### src/rtl/phi_generator_if.sv
// Control and PHI2/strobe bundle between the PHI2 generator and its user.
// period_load is a one-clock strobe; there is no back-pressure, every strobe is captured.
interface phi_generator_if #(
   parameter int guard_bits = 4
);
   logic                  enable;
   logic [7:0]            period_int;
   logic [guard_bits-1:0] period_frac;
   logic                  period_load;
   logic                  phi2_out;
   logic                  running;
   logic                  full_m2;
   logic                  full_m1;
   logic                  full_p0;
   logic                  full_p1;
   logic                  half_m2;
   logic                  half_m1;
   logic                  half_p0;
   logic                  half_p1;
   logic [15:0]           cycle_count;

   modport master (
      output enable, period_int, period_frac, period_load,
      input  phi2_out, running, full_m2, full_m1, full_p0, full_p1,
             half_m2, half_m1, half_p0, half_p1, cycle_count
   );

   modport slave (
      input  enable, period_int, period_frac, period_load,
      output phi2_out, running, full_m2, full_m1, full_p0, full_p1,
             half_m2, half_m1, half_p0, half_p1, cycle_count
   );
endinterface

### src/rtl/phi_generator.sv
// Standalone PHI2 source: fractional-NCO period, glitch-free boundary updates,
// and the same cycle-phase strobe set as the recovered-clock path.
module phi_generator #(
   parameter int                    guard_bits   = 4,
   parameter logic [7:0]            default_int  = 8'd31,
   parameter logic [guard_bits-1:0] default_frac = '0
) (
   input logic             clk,
   input logic             reset_n,
   phi_generator_if.slave  bus
);

   typedef enum logic {S_IDLE = 1'b0, S_RUN = 1'b1} state_t;

   state_t                state_q, state_d;
   logic [8:0]            cnt_q, cnt_d;
   logic [8:0]            last_q, last_d;
   logic [8:0]            h_q, h_d;
   logic [guard_bits-1:0] acc_q, acc_d;
   logic [7:0]            int_sh_q, int_sh_d;
   logic [guard_bits-1:0] frac_sh_q, frac_sh_d;
   logic [15:0]           cc_q, cc_d;
   logic                  phi2_q, phi2_d;
   logic                  running_q, running_d;
   logic                  fm2_q, fm2_d, fm1_q, fm1_d, fp0_q, fp0_d, fp1_q, fp1_d;
   logic                  hm2_q, hm2_d, hm1_q, hm1_d, hp0_q, hp0_d, hp1_q, hp1_d;

   logic [7:0]            eff_p;
   logic [guard_bits:0]   acc_sum;
   logic [8:0]            start_last;
   logic [8:0]            start_h;

   // Next-cycle parameters, used only at the edge that lands on cnt = 0.
   always_comb begin
      eff_p      = (int_sh_q < 8'd7) ? 8'd7 : int_sh_q;
      acc_sum    = {1'b0, acc_q} + {1'b0, frac_sh_q};
      start_last = {1'b0, eff_p} + {8'd0, acc_sum[guard_bits]};
      start_h    = {2'b00, eff_p[7:1]} + 9'd1;
   end

   always_comb begin
      state_d   = state_q;
      cnt_d     = cnt_q;
      last_d    = last_q;
      h_d       = h_q;
      acc_d     = acc_q;
      cc_d      = cc_q;
      int_sh_d  = int_sh_q;
      frac_sh_d = frac_sh_q;

      if (bus.period_load) begin
         int_sh_d  = bus.period_int;
         frac_sh_d = bus.period_frac;
      end

      case (state_q)
         S_IDLE: begin
            cnt_d = 9'd0;
            if (bus.enable) begin
               state_d = S_RUN;
               last_d  = start_last;
               h_d     = start_h;
               acc_d   = acc_sum[guard_bits-1:0];
            end
         end
         default: begin
            if (cnt_q == last_q) begin
               cnt_d = 9'd0;
               cc_d  = cc_q + 16'd1;
               if (bus.enable) begin
                  last_d = start_last;
                  h_d    = start_h;
                  acc_d  = acc_sum[guard_bits-1:0];
               end else begin
                  state_d = S_IDLE;
                  acc_d   = '0;
               end
            end else begin
               cnt_d = cnt_q + 9'd1;
            end
         end
      endcase

      // Outputs are decoded from the next state so the registered copies line up with cnt_q.
      running_d = (state_d == S_RUN);
      phi2_d    = running_d && (cnt_d >= h_d);
      fm2_d     = running_d && (cnt_d == last_d - 9'd1);
      fm1_d     = running_d && (cnt_d == last_d);
      fp0_d     = running_d && (cnt_d == 9'd0);
      fp1_d     = running_d && (cnt_d == 9'd1);
      hm2_d     = running_d && (cnt_d == h_d - 9'd2);
      hm1_d     = running_d && (cnt_d == h_d - 9'd1);
      hp0_d     = running_d && (cnt_d == h_d);
      hp1_d     = running_d && (cnt_d == h_d + 9'd1);
   end

   always_ff @(posedge clk or negedge reset_n) begin
      if (!reset_n) begin
         state_q   <= S_IDLE;
         cnt_q     <= 9'd0;
         last_q    <= 9'd0;
         h_q       <= 9'd0;
         acc_q     <= '0;
         cc_q      <= 16'd0;
         int_sh_q  <= default_int;
         frac_sh_q <= default_frac;
         running_q <= 1'b0;
         phi2_q    <= 1'b0;
         fm2_q     <= 1'b0;
         fm1_q     <= 1'b0;
         fp0_q     <= 1'b0;
         fp1_q     <= 1'b0;
         hm2_q     <= 1'b0;
         hm1_q     <= 1'b0;
         hp0_q     <= 1'b0;
         hp1_q     <= 1'b0;
      end else begin
         state_q   <= state_d;
         cnt_q     <= cnt_d;
         last_q    <= last_d;
         h_q       <= h_d;
         acc_q     <= acc_d;
         cc_q      <= cc_d;
         int_sh_q  <= int_sh_d;
         frac_sh_q <= frac_sh_d;
         running_q <= running_d;
         phi2_q    <= phi2_d;
         fm2_q     <= fm2_d;
         fm1_q     <= fm1_d;
         fp0_q     <= fp0_d;
         fp1_q     <= fp1_d;
         hm2_q     <= hm2_d;
         hm1_q     <= hm1_d;
         hp0_q     <= hp0_d;
         hp1_q     <= hp1_d;
      end
   end

   assign bus.phi2_out    = phi2_q;
   assign bus.running     = running_q;
   assign bus.full_m2     = fm2_q;
   assign bus.full_m1     = fm1_q;
   assign bus.full_p0     = fp0_q;
   assign bus.full_p1     = fp1_q;
   assign bus.half_m2     = hm2_q;
   assign bus.half_m1     = hm1_q;
   assign bus.half_p0     = hp0_q;
   assign bus.half_p1     = hp1_q;
   assign bus.cycle_count = cc_q;

endmodule

### src/flat_wrapper.sv
// flat-port wrapper written by rule: the top's interface ports become plain ports
module phi_generator_flat 
#(
   parameter int                    guard_bits   = 4,
   parameter logic [7:0]            default_int  = 8'd31,
   parameter logic [guard_bits-1:0] default_frac = '0
)
  (clk, reset_n, bus_enable, bus_period_int, bus_period_frac, bus_period_load, bus_phi2_out, bus_running, bus_full_m2, bus_full_m1, bus_full_p0, bus_full_p1, bus_half_m2, bus_half_m1, bus_half_p0, bus_half_p1, bus_cycle_count);
  phi_generator_if #(.guard_bits(guard_bits)) bus_i ();
  input logic clk;
  input logic reset_n;
  input wire logic [$bits(bus_i.enable)-1:0] bus_enable;
  input wire logic [$bits(bus_i.period_int)-1:0] bus_period_int;
  input wire logic [$bits(bus_i.period_frac)-1:0] bus_period_frac;
  input wire logic [$bits(bus_i.period_load)-1:0] bus_period_load;
  output wire logic [$bits(bus_i.phi2_out)-1:0] bus_phi2_out;
  output wire logic [$bits(bus_i.running)-1:0] bus_running;
  output wire logic [$bits(bus_i.full_m2)-1:0] bus_full_m2;
  output wire logic [$bits(bus_i.full_m1)-1:0] bus_full_m1;
  output wire logic [$bits(bus_i.full_p0)-1:0] bus_full_p0;
  output wire logic [$bits(bus_i.full_p1)-1:0] bus_full_p1;
  output wire logic [$bits(bus_i.half_m2)-1:0] bus_half_m2;
  output wire logic [$bits(bus_i.half_m1)-1:0] bus_half_m1;
  output wire logic [$bits(bus_i.half_p0)-1:0] bus_half_p0;
  output wire logic [$bits(bus_i.half_p1)-1:0] bus_half_p1;
  output wire logic [$bits(bus_i.cycle_count)-1:0] bus_cycle_count;
  assign bus_i.enable = bus_enable;
  assign bus_i.period_int = bus_period_int;
  assign bus_i.period_frac = bus_period_frac;
  assign bus_i.period_load = bus_period_load;
  assign bus_phi2_out = bus_i.phi2_out;
  assign bus_running = bus_i.running;
  assign bus_full_m2 = bus_i.full_m2;
  assign bus_full_m1 = bus_i.full_m1;
  assign bus_full_p0 = bus_i.full_p0;
  assign bus_full_p1 = bus_i.full_p1;
  assign bus_half_m2 = bus_i.half_m2;
  assign bus_half_m1 = bus_i.half_m1;
  assign bus_half_p0 = bus_i.half_p0;
  assign bus_half_p1 = bus_i.half_p1;
  assign bus_cycle_count = bus_i.cycle_count;
  phi_generator #(.guard_bits(guard_bits), .default_int(default_int), .default_frac(default_frac)) u_core (.clk(clk), .reset_n(reset_n), .bus(bus_i));
endmodule
### config.mk
export PLATFORM = sky130hd
export DESIGN_NAME = phi_generator_flat
export DESIGN_NICKNAME = d
export VERILOG_FILES = /design/src/rtl/phi_generator_if.sv /design/src/rtl/phi_generator.sv /design/src/flat_wrapper.sv
export SDC_FILE = /design/constraint.sdc
export NUM_CORES = 1
export LEC_CHECK = 0
export CAP_MARGIN = 25
export CORE_ASPECT_RATIO = 0.5
export CORE_MARGIN = 1.5
export CORE_UTILIZATION = 50
export CTS_CLUSTER_DIAMETER = 40
export DETAILED_ROUTE_END_ITERATION = 10
export PLACE_DENSITY = 0.71
export SLEW_MARGIN = 20
export SYNTH_ARGS = -nofsm -noshare
export SYNTH_HDL_FRONTEND = slang
export SYNTH_SLANG_ARGS = --single-unit
### constraint.sdc
create_clock -name clk -period 5.3 [get_ports clk]
set_input_delay 0.53 -clock clk [delete_from_list [all_inputs] [get_ports clk]]
set_output_delay 0.53 -clock clk [all_outputs]
set_load 0.02 [all_outputs]
### Word level (Yosys, flattened, before mapping)

Cells that the tools add are included.

* $add $sub $neg: 9
* multipliers: 0
* divide/modulo/power cells: 0
* $lt $le $gt $ge: 2
* equality and inequality tests: 9
* shift-type cells: 0
* muxes and demuxes: 16
* bitwise operators: 0
* reductions and logical operators: 13

Operators by type and width (count)
* 9-bit 2-to-1 mux: 8
* 9-bit == test: 7
* 9-bit by 1-bit adder with 9-bit output (second input constant): 2
* 9-bit by 1-bit subtractor with 9-bit output (second input constant): 2
* 16-bit by 1-bit adder with 16-bit output (second input constant): 1
* 4-bit 2-to-1 mux: 4
* 8-bit by 1-bit adder with 9-bit output: 1
* 9-bit by 1-bit == test with 1-bit output (second input constant): 1
* 9-bit >= comparator: 1
* 1-bit logical AND: 9
* 9-bit zero test: 1
* 9-bit by 2-bit subtractor with 9-bit output (second input constant): 1
* 7-bit by 1-bit adder with 8-bit output (second input constant): 1
* 8-bit by 3-bit < comparator with 1-bit output (second input constant): 1
* 8-bit 2-to-1 mux: 1
* 4-bit by 4-bit adder with 5-bit output: 1
* 2-bit AND reduction: 2
* 1-bit 2-to-1 mux: 3
* 2-bit inequality test (second input constant): 1
* 2-bit nonzero test: 1

* register bits: 69
* latch bits: 0
* RAM bits: 0
* ROM bits: 0
* bits of input ports: 16
* output and inout port bits: 26
* logic and storage cells: 66
* memories kept: 0

### Logic depth before layout (Yosys ltp)

Gate-level depths: netlist of run 1.

* word-level depth: 9
* depth in mapped cells: 18
* gate-level depth less buffers: 17

### Least setup slack after synthesis of run 1

OpenSTA, ideal clock, no wires.

* path kind: reg2reg
* from: register u_core.int_sh_q[5]
* to: register u_core.hp1_q (netlist: u_core.bus.half_p1)
* data arrival time: 3175 ps
* setup slack: 2032 ps
* stages on the path, launching flop included: 14
* cell sequence: dfrtp_1 -> clkbuf_1 -> or4_1 -> o21ba_2 -> inv_1 -> ha_1 -> nand3_1 -> xnor2_1 -> nand2_1 -> or4_1 -> o31ai_1 -> nand2_1 -> or3_1 -> a211oi_1

* cells in the longest elaborated chain, start to end: 9

RTL lines
* from (decl): line phi_generator.sv:20 `logic [7:0] int_sh_q, int_sh_d;`
* from (signal assigned): line phi_generator.sv:105 `int_sh_q <= default_int;`
* from (signal assigned): line phi_generator.sv:124 `int_sh_q <= int_sh_d;`
* 8-bit by 3-bit < comparator with 1-bit output: line phi_generator.sv:35 `eff_p = (int_sh_q < 8'd7) ? 8'd7 : int_sh_q;`
* 8-bit 2-to-1 mux *: line phi_generator.sv:35
* 7-bit by 1-bit adder with 8-bit output *: line phi_generator.sv:38 `start_h = {2'b00, eff_p[7:1]} + 9'd1;`
* 9-bit 2-to-1 mux *: line phi_generator.sv:59, phi_generator.sv:70
* 9-bit 2-to-1 mux: line phi_generator.sv:67 `if (cnt_q == last_q) begin`
* 9-bit 2-to-1 mux *: line phi_generator.sv:56 `case (state_q)`
* 9-bit by 1-bit adder with 9-bit output *: line phi_generator.sv:94 `hp1_d = running_d && (cnt_d == h_d + 9'd1);`
* 9-bit == test *: line phi_generator.sv:94
* 1-bit logical AND *: line phi_generator.sv:94
* named net u_core.hp1_d: line phi_generator.sv:26 `logic hm2_q, hm2_d, hm1_q, hm1_d, hp0_q, hp0_d, hp1_q, hp1_d;`
* to (signal assigned): line phi_generator.sv:135 `hp1_q <= hp1_d;`
* to (decl): line phi_generator.sv:26

The timed path passes the listed nets; every way through them passes the cells marked *.
A chain may end at the register's enable or synchronous reset.

### Final worst setup path of run 1

Same ends and word-level chain as after synthesis.

==> impl_metrics.ini, run 1 <==
[cells_and_area]
layout-drive-gt1-share = 0.100
final_cell_mix = dfrtp_1 (64), nand2_1 (43), xnor2_1 (41)
seqCellArea_um2 = 1730
mostFrequentLayoutCell = dfrtp_1
design.final.nets = 564
flow.area_growth_from_synthesis_pct = 18.2
multi_input_area_um2 = 2630
fillers = 746
post-route-util = 0.615

[synthesis]
synth_xor_area_frac = 0.144
synth_area_um2 = 4560
postSynthRegisterBits = 69
largest_family_of_logic_cells_by_synthesized_area = simple AND/OR/NAND/NOR gates
synth_edf_count = 0
synth_adder_area_share = 0.0675
synth_cell_type_count = 64
synth_simple_gate_area_frac = 0.199
post_synth_main_area_contributors = dfrtp_1 (35%), xnor2_1 (7.9%), ha_1 (6.3%)
postSynth.topFlopCell = dfrtp_1
post-synth-top-area-fraction = 0.351
avgSynthCellArea_um2 = 9.52
yosys-mux-area-fraction = 0.0650
synth_area_leader_cell = dfrtp_1
proportion_of_synthesized_flip_flops_having_asynchronous_set_or_reset = 1.00
synth_nets = 519
share_of_the_synthesized_area_in_compound_gates_ao_oa_aoi_oai = 0.0996
synth_cells = 479
seq_area_frac_synth = 0.380
ys_warn_count = 0

[placed_design]
globalplace.congestion = 0.925
io_buffers = 41
dp.final_hpwl_mm = 8.07

[job]
maxcap_violations = 0

[power_and_ir_drop]
leakage_nw = 2.38
ir_worst_vdd_uv = 164
power.density_nw_per_um2 = 235

[setup_path]
timing.critical_path.fanout_max = 8
worst-path-stages = 13
critical_path.top_delay_family = simple AND/OR/NAND/NOR gates
worst_path_largest_cell_delay_ns = 0.58
buffering_stage_count_on_the_worst_path_with_inverters_included = 1
worst_ep_required_time_ns = 5.54
worst_path_arrival_time_ns = 3.97
critical-path-slowest-cell = or4_1
worst_setup_path_startpoint = u_core.int_sh_q[5]
criticalPathCategory = flip-flop to flip-flop
worstReg2RegStart = u_core.int_sh_q[5]
crit_path_start_kind = flip-flop
ff2ff_path_depth = 13
timing.critical_path.cells = or4_1 -> nor2_1 -> nor2_1 -> inv_1 -> ha_1 -> nand3_1 -> xnor2_1 -> nand2_1 -> or4_1 -> o31ai_1 -> nand2_1 -> or3_1 -> a211oi_1
endpoint_kind = flip-flop

[floorplanning]
start_util = 0.520
num_rows = 24
io-pin-count = 42
die_area_um2 = 9740
die_width_um = 138
core_area_um2 = 8770
die_y_um = 70.5

[global_route]
groute.usage.overall = 0.242
maximum_number_of_pins_on_one_net_before_global_route_repair = 70
grt_antenna_before_repair = 1
grt_first_pass_wirelength_mm = 18.5
first_global_vias = 3554
overflow = 0

[worst_hold_path]
timing.hold.worst.class = input port to asynchronous set/reset pin

[clock_network]
number_of_buffers_inserted_by_hold_repair_at_cts = 0
cts.root.buffer_cell = clkbuf_16
clock_tree_from_tritoncts = built
post_cts.repair.setup_buffers = 0
numClockSinks = 69
clk_path_buf_depth = 2
ctsHtreeMaxLevel = 3
worst_setup_hold_path_clk_slew_ns = 0.06
tritoncts.num_buffers = 9
clk-insertion-delay-late_ns = 0.34
cts_repair_resize_count = 0

[sta]
layout_worst_path_cycle_share = 0.703
timing.fmax_mhz = 269
hold-worst-slack_ns = 0.355
max_slew.worst_pin.slew_ns = 0.919
timing.final.setup_violations = 0
clock_skew_ns = 0.00633
finalCriticalPeriod_ns = 3.72
slew_headroom = 0.388
report.final.slew_viol_count = 0
finalHoldViolations = 0
aggregate_negative_setup_slack_ns = 0
rsz0062_at_grt = false

[route]
wl_mm = 11.0
routed_wire_length_per_instance_um = 17.0
drtAntennaViolNets = 0
count_of_vias_placed_by_the_detailed_router = 3711
drt-initial-drc-count = 273
drt_pass1_iterations = 5
drcViolationCount = 0
routed_vias_inst = 5.74

[run_status]
status = finished, final reports clean
## state kept, by name, indices dropped and copies added, names as in the netlist, 4 cells and up
signal                  flops
u_core.acc_q                4
u_core.bus.cycle_count     16
u_core.cnt_q                9
u_core.frac_sh_q            4
u_core.h_q                  9
u_core.int_sh_q             8
u_core.last_q               9
## report_power, final
part / internal [mW] / total, mW / switching, mW
combinational: 0.0488 / 0.110 / 0.0613
clock: 0.364 / 0.601 / 0.237
sequential: 0.541 / 0.557 / 0.0156
## worst paths after layout
check | endpoint | slack [ns]
worst min-delay path | u_core.h_q[1] | 0.35
worst min register to register | u_core.bus.cycle_count[15] | 0.47
min in group clk | u_core.bus.cycle_count[15] | 0.47
max in group asynchronous | u_core.h_q[7] | 4.29
worst max-delay path | u_core.bus.half_p1 | 1.58
worst max register to register | u_core.bus.half_p1 | 1.58
## layer usage
layer	GRT usage	share of wire	vias up
met2	0.370	0.43	121
met1	0.346	0.49	1802
met5	0	0	-
met4	0.0632	0.015	0
met3	0.0597	0.064	16
li1	-	-	1772
## worst reg2reg max path, cell delays in order, from the launching register on
cell and delay, ns:
dfrtp_1 0.49, or4_1 0.58, nor2_1 0.16, nor2_1 0.09, inv_1 0.10, ha_1 0.26, nand3_1 0.20, xnor2_1 0.44
nand2_1 0.09, or4_1 0.47, o31ai_1 0.12, nand2_1 0.07, or3_1 0.32, a211oi_1 0.24
## stage by stage
stage	setup WS [ns]	power [mW]	cell area (um^2)	instances
3_5_place_dp	1.37	0.674	5090	630
4_1_cts	1.66	1.28	5390	646
6_report	1.58	1.27	5390	647
2_1_floorplan	2.03	0.629	4560	479
5_1_grt	1.36	1.32	5390	646
3_3_place_gp	1.49	0.674	5090	630
## cell usage after synthesis, drive strengths merged (2+ instances only)
| cell type | number |
|---|---|
| a21oi | 10 |
| and3 | 7 |
| a21boi | 2 |
| o31ai | 3 |
| nand2 | 43 |
| nor3b | 4 |
| ha | 23 |
| nand2b | 7 |
| nand4 | 17 |
| a211oi | 2 |
| nor2b | 3 |
| clkbuf | 5 |
| nand3 | 21 |
| dfstp | 5 |
| or4 | 4 |
| nor3 | 12 |
| a2bb2oi | 3 |
| o32ai | 2 |
| a22oi | 2 |
| and2 | 6 |
| o21ai | 19 |
| nor4 | 7 |
| inv | 37 |
| buf | 7 |
| or2 | 3 |
| mux2i | 15 |
| xnor2 | 45 |
| a31oi | 3 |
| nor2 | 30 |
| dfrtp | 64 |
| mux2 | 13 |
| xor2 | 24 |
| o21a | 3 |
| or3 | 7 |
## area by class of cell
| cell class | instances | share of cell area |
|---|---|---|
| inverters | 37 | 0.0258 |
| well taps | 117 | 0.0272 |
| multi-input cells | 361 | 0.488 |
| clock inverters | 6 | 0.0121 |
| flip-flops and latches | 69 | 0.322 |
| diodes | 1 | 0.000464 |
| clock buffers | 10 | 0.0425 |
| repair buffers | 46 | 0.0822 |
## kinds of logic after synthesis
kind of cell,Yosys count
AND/OR/NAND/NOR,175
XOR/XNOR,70
flip-flops,69
AO/OA/AOI/OAI,64
buffers and inverters,49
multiplexers,28
adder cells (fa/ha/maj),24
Note: power is estimated with default switching activity, not from simulation.
==> run 2, diff against run 1 <==
==> constraint.sdc (replaced) <==
create_clock -name clk -period 3.9 [get_ports clk]
set_input_delay 0.39 -clock clk [delete_from_list [all_inputs] [get_ports clk]]
set_output_delay 0.39 -clock clk [all_outputs]
set_load 0.02 [all_outputs]
==> impl_metrics.ini, run 2 (synthesis gave the netlist of run 1 again) <==
[floorplanning]
start_util = 0.520
io-pin-count = 42
die_area_um2 = 9740
num_rows = 24
core_area_um2 = 8770
die_width_um = 138
die_y_um = 70.5

[route]
routed_wire_length_per_instance_um = 17.3
wl_mm = 11.3
drtAntennaViolNets = 0
count_of_vias_placed_by_the_detailed_router = 3742
drt-initial-drc-count = 293
drt_pass1_iterations = 5
drcViolationCount = 0
routed_vias_inst = 5.73

[global_route]
groute.usage.overall = 0.244
overflow = 0
gr-usage-met3 = 0.0556
globalRoute.busiestLayer = met2
globalRouteMet2Util = 0.368
first_global_vias = 3614
maximum_number_of_pins_on_one_net_before_global_route_repair = 70
grt_first_pass_wirelength_mm = 18.6
grt.met1_usage = 0.356
grt_antenna_before_repair = 0

[clock_network]
cts_repair_resize_count = 0
number_of_buffers_inserted_by_hold_repair_at_cts = 0
clk-insertion-delay-late_ns = 0.34
tritoncts.num_buffers = 9
ctsHtreeMaxLevel = 3
clock_tree_from_tritoncts = built
clk_path_buf_depth = 2
cts.root.buffer_cell = clkbuf_16
numClockSinks = 69
post_cts.repair.setup_buffers = 0
worst_setup_hold_path_clk_slew_ns = 0.06

[cells_and_area]
largest_register_ff_count = 16
final_cell_mix = dfrtp_1 (64), nand2_1 (43), xnor2_1 (41)
fillers = 752
antennaDiodeCount = 0
multi_input_area_um2 = 2630
layout-drive-gt1-share = 0.114
seqCellArea_um2 = 1730
mostFrequentLayoutCell = dfrtp_1
design.final.nets = 571
flow.area_growth_from_synthesis_pct = 20.4

[job]
maxcap_violations = 0

[power_and_ir_drop]
leakage_nw = 2.44
finalPower_mw = 1.86
ir_worst_vdd_uv = 259
power.density_nw_per_um2 = 339

[setup_path]
critical_path.top_delay_family = simple AND/OR/NAND/NOR gates
worst_path_largest_cell_delay_ns = 0.54
timing.critical_path.cells = or4_1 -> nor2_1 -> nor2_1 -> inv_1 -> ha_1 -> xor2_1 -> mux2i_1 -> buf_4 -> inv_1 -> ha_1 -> nand4b_1 -> nor3_1 -> o21ai_0 -> xnor2_1 -> nand4_1 -> a211oi_1
worst_path_arrival_time_ns = 3.81
buffering_stage_count_on_the_worst_path_with_inverters_included = 3
crit_path_start_kind = flip-flop
worst_ep_required_time_ns = 4.14
criticalPathCategory = flip-flop to flip-flop
endpoint_kind = flip-flop
timing.critical_path.fanout_max = 9
critical-path-slowest-cell = or4_1

[sta]
layout_worst_path_cycle_share = 0.916
finalCriticalPeriod_ns = 3.57
max_slew.worst_pin.slew_ns = 0.897
aggregate_negative_setup_slack_ns = 0
clock_skew_ns = 0.00646
timing.final.setup_violations = 0
hold-worst-slack_ns = 0.242
finalHoldViolations = 0
slew_headroom = 0.402
report.final.slew_viol_count = 0
rsz0062_at_grt = false
timing.fmax_mhz = 280

[run_status]
status = finished, final reports clean

[worst_hold_path]
timing.hold.worst.class = input port to asynchronous set/reset pin

[placed_design]
globalplace.congestion = 0.889
io_buffers = 41
dp.final_hpwl_mm = 8.38
==> run 2: cell types whose count changed in the layout (fill, tap and decap cells not counted) <==
cell,delta
bufinv_16,+2
clkinv_2,-1
buf_4,+7
clkinvlp_4,-1
clkbuf_1,-1
inv_6,+1
diode_2,-1
==> run 2: final timing paths <==
kind                                                 start                    endpoint  slack (ns)  cells past startpoint
worst max-delay path                    u_core.int_sh_q[4]          u_core.bus.half_p1        0.33                     16
worst min-delay path                               reset_n               u_core.h_q[4]        0.24                      2
worst max register to register          u_core.int_sh_q[4]          u_core.bus.half_p1        0.33                     16
worst min register to register  u_core.bus.cycle_count[15]  u_core.bus.cycle_count[15]        0.47                      1
max in group asynchronous                          reset_n          u_core.bus.full_p1        3.05                      2
min in group clk                u_core.bus.cycle_count[15]  u_core.bus.cycle_count[15]        0.47                      1
==> run 2: worst register-to-register path: cells and delay by family, from the launching register on <==
kind,cells,cell delay (ns)
muxes,1,0.14
adders and majority gates,2,0.46
and+or+nand+nor,6,1.21
DFF,1,0.43
xor gates and xnor gates,2,0.52
AOI/OAI and AO/OA,2,0.40
buffers and inverters,3,0.34
==> run 2: metal layers <==
| metal | routed length [um] | vias to the layer above |
|---|---|---|
| met1 | 5380 | 1812 |
| met4 | 108 | 0 |
| met5 | 0 | - |
| met3 | 907 | 12 |
| li1 | - | 1783 |
| met2 | 4910 | 135 |
==> run 2: area by class of cell <==
class                      instances  share of cell area
clock inverter                     7              0.0221
sequential                        69               0.316
inverter                          37              0.0253
multi-input combinational        361               0.479
timing repair buffer              53              0.0902
clock buffer                       9              0.0410
tap                              117              0.0267
==> run 2: through the flow <==
step	util	cell area, um^2	worst slack (ns)	cells
after floorplan	-	4560	0.632	479
after global placement	0.587	5140	0.462	637
after detailed placement	0.587	5140	0.327	637
after CTS	0.626	5490	0.455	653
after global routing	0.626	5490	0.194	653
final	0.626	5490	0.329	653
==> run 2: where the power goes <==
part	internal, mW	total [mW]	switching (mW)
Clock	0.627	0.951	0.323
Combinational	0.0675	0.155	0.0873
Sequential	0.736	0.755	0.0189
Total	1.43	1.86	0.430
==> run 3, diff against run 2 <==
--- a/config.mk
+++ b/config.mk
@@ -6,12 +6,11 @@
 export NUM_CORES = 1
 export LEC_CHECK = 0
 export CAP_MARGIN = 25
-export CORE_ASPECT_RATIO = 0.5
 export CORE_MARGIN = 1.5
 export CORE_UTILIZATION = 50
 export CTS_CLUSTER_DIAMETER = 40
 export DETAILED_ROUTE_END_ITERATION = 10
-export PLACE_DENSITY = 0.71
+export DONT_BUFFER_PORTS = 1
 export SLEW_MARGIN = 20
 export SYNTH_ARGS = -nofsm -noshare
 export SYNTH_HDL_FRONTEND = slang
==> impl_metrics.ini, run 3 (synthesis gave the netlist of run 1 again) <==
[run_status]
status = finished, final reports clean

[global_route]
grt_first_pass_wirelength_mm = 18.1
overflow = 0
first_global_vias = 3446
grt_antenna_before_repair = 0
groute.usage.overall = 0.238
maximum_number_of_pins_on_one_net_before_global_route_repair = 70

[floorplanning]
io-pin-count = 42
die_y_um = 98.5
die_width_um = 98.5
num_rows = 34
core_area_um2 = 8760
start_util = 0.520
die_area_um2 = 9700

[sta]
aggregate_negative_setup_slack_ns = 0
report.final.slew_viol_count = 0
finalCriticalPeriod_ns = 3.52
rsz0062_at_grt = false
clock_skew_ns = 0.0113
hold-worst-slack_ns = 0.125
slew_headroom = 0.547
finalHoldViolations = 0
timing.final.setup_violations = 0
max_slew.worst_pin.slew_ns = 0.676
timing.fmax_mhz = 284
layout_worst_path_cycle_share = 0.902

[cells_and_area]
flow.area_growth_from_synthesis_pct = 7.57
mostFrequentLayoutCell = dfrtp_1
layout-drive-gt1-share = 0.112
design.final.nets = 526
post-route-util = 0.560
antennaDiodeCount = 0
largest_register_ff_count = 16
final_cell_mix = dfrtp_1 (64), nand2_1 (43), xnor2_1 (41)

[setup_path]
critical-path-slowest-cell = or4_1
crit_path_start_kind = flip-flop
timing.critical_path.cells = or4_1 -> o21ba_2 -> inv_1 -> ha_1 -> xor2_1 -> mux2i_1 -> inv_1 -> ha_1 -> nand4b_1 -> nor3_1 -> o21ai_0 -> xnor2_1 -> nand4_1 -> a211oi_1
buffering_stage_count_on_the_worst_path_with_inverters_included = 2
endpoint_kind = flip-flop
worst_path_arrival_time_ns = 3.79
criticalPathCategory = flip-flop to flip-flop
worst_ep_required_time_ns = 4.17
timing.critical_path.fanout_max = 8
worst_path_largest_cell_delay_ns = 0.57
critical_path.top_delay_family = simple AND/OR/NAND/NOR gates

[clock_network]
numClockSinks = 69
clk-insertion-delay-late_ns = 0.35
clk_path_buf_depth = 2
cts.root.buffer_cell = clkbuf_8
worst_setup_hold_path_clk_slew_ns = 0.08
tritoncts.num_buffers = 9
clock_tree_from_tritoncts = built
ctsHtreeMaxLevel = 3
post_cts.repair.setup_buffers = 0

[route]
drt-initial-drc-count = 214
routed_vias_inst = 5.85
wl_mm = 10.8
drtAntennaViolNets = 0
drt_pass1_iterations = 5
routed_wire_length_per_instance_um = 18.1
count_of_vias_placed_by_the_detailed_router = 3502
drcViolationCount = 0

[placed_design]
io_buffers = 0
dp.final_hpwl_mm = 8.12
globalplace.congestion = 0.884

[power_and_ir_drop]
power.density_nw_per_um2 = 295
ir_worst_vdd_uv = 163
leakage_nw = 2.20

[worst_hold_path]
timing.hold.worst.class = input port to flip-flop

[job]
maxcap_violations = 0
run 3: cell types whose count changed in the layout (fill, tap and decap cells not counted), moves of 2 or more:
cell             change
bufinv_16            -3
clkbuf_16            -9
clkbuf_8            +10
clkinvlp_4           +2
clkdlybuf4s50_1     -40
buf_4                -6
run 3: worst paths after layout:
kind | from | to | slack, ns | cells after the start
min in group asynchronous | reset_n | u_core.bus.cycle_count[15] | 0.59 | 2
max in group asynchronous | reset_n | u_core.int_sh_q[0] | 2.97 | 2
setup reg to reg | u_core.int_sh_q[5] | u_core.bus.half_p1 | 0.38 | 14
setup / recovery | u_core.int_sh_q[5] | u_core.bus.half_p1 | 0.38 | 14
hold reg to reg | u_core.h_q[8] | u_core.h_q[8] | 0.51 | 2
hold / removal | bus_period_load | u_core.int_sh_q[6] | 0.13 | 1
run 3: power breakdown:
part | switching, mW | internal (mW)
logic | 0.0791 | 0.0562
clock network | 0.303 | 0.252
registers | 0.0201 | 0.734
run 3: timing repair:
action	4_1_cts	5_1_grt
hold endpoints to repair	69	0
hold buffers	2	0
gates resized for setup	0	0
run 3: area by class of cell:
class | instances | area, um^2
Clock buffer | 10 | 138
Timing Repair Buffer | 8 | 82.6
Tap cell | 108 | 135
Inverter | 37 | 139
Fill cell | 801 | 3860
Sequential cell | 69 | 1730
Multi-Input combinational cell | 361 | 2630
Clock inverter | 6 | 46.3
run 3: stage by stage:
| step | cell area [um^2] | setup slack [ns] | total power, mW | instances |
|---|---|---|---|---|
| global placement | 4680 | 0.443 | 0.884 | 581 |
| finish | 4900 | 0.381 | 1.45 | 599 |
| floorplan | 4560 | 0.632 | 0.854 | 479 |
| detailed placement | 4680 | 0.436 | 0.885 | 581 |
| global route | 4900 | 0.111 | 1.50 | 599 |
| CTS | 4900 | 0.428 | 1.46 | 599 |
run 3: layer usage:
| metal | wire (um) | track usage |
|---|---|---|
| met1 | 5420 | 0.354 |
| met2 | 4580 | 0.344 |
| met3 | 640 | 0.0539 |
| met4 | 201 | 0.0737 |
| met5 | 0 | 0 |
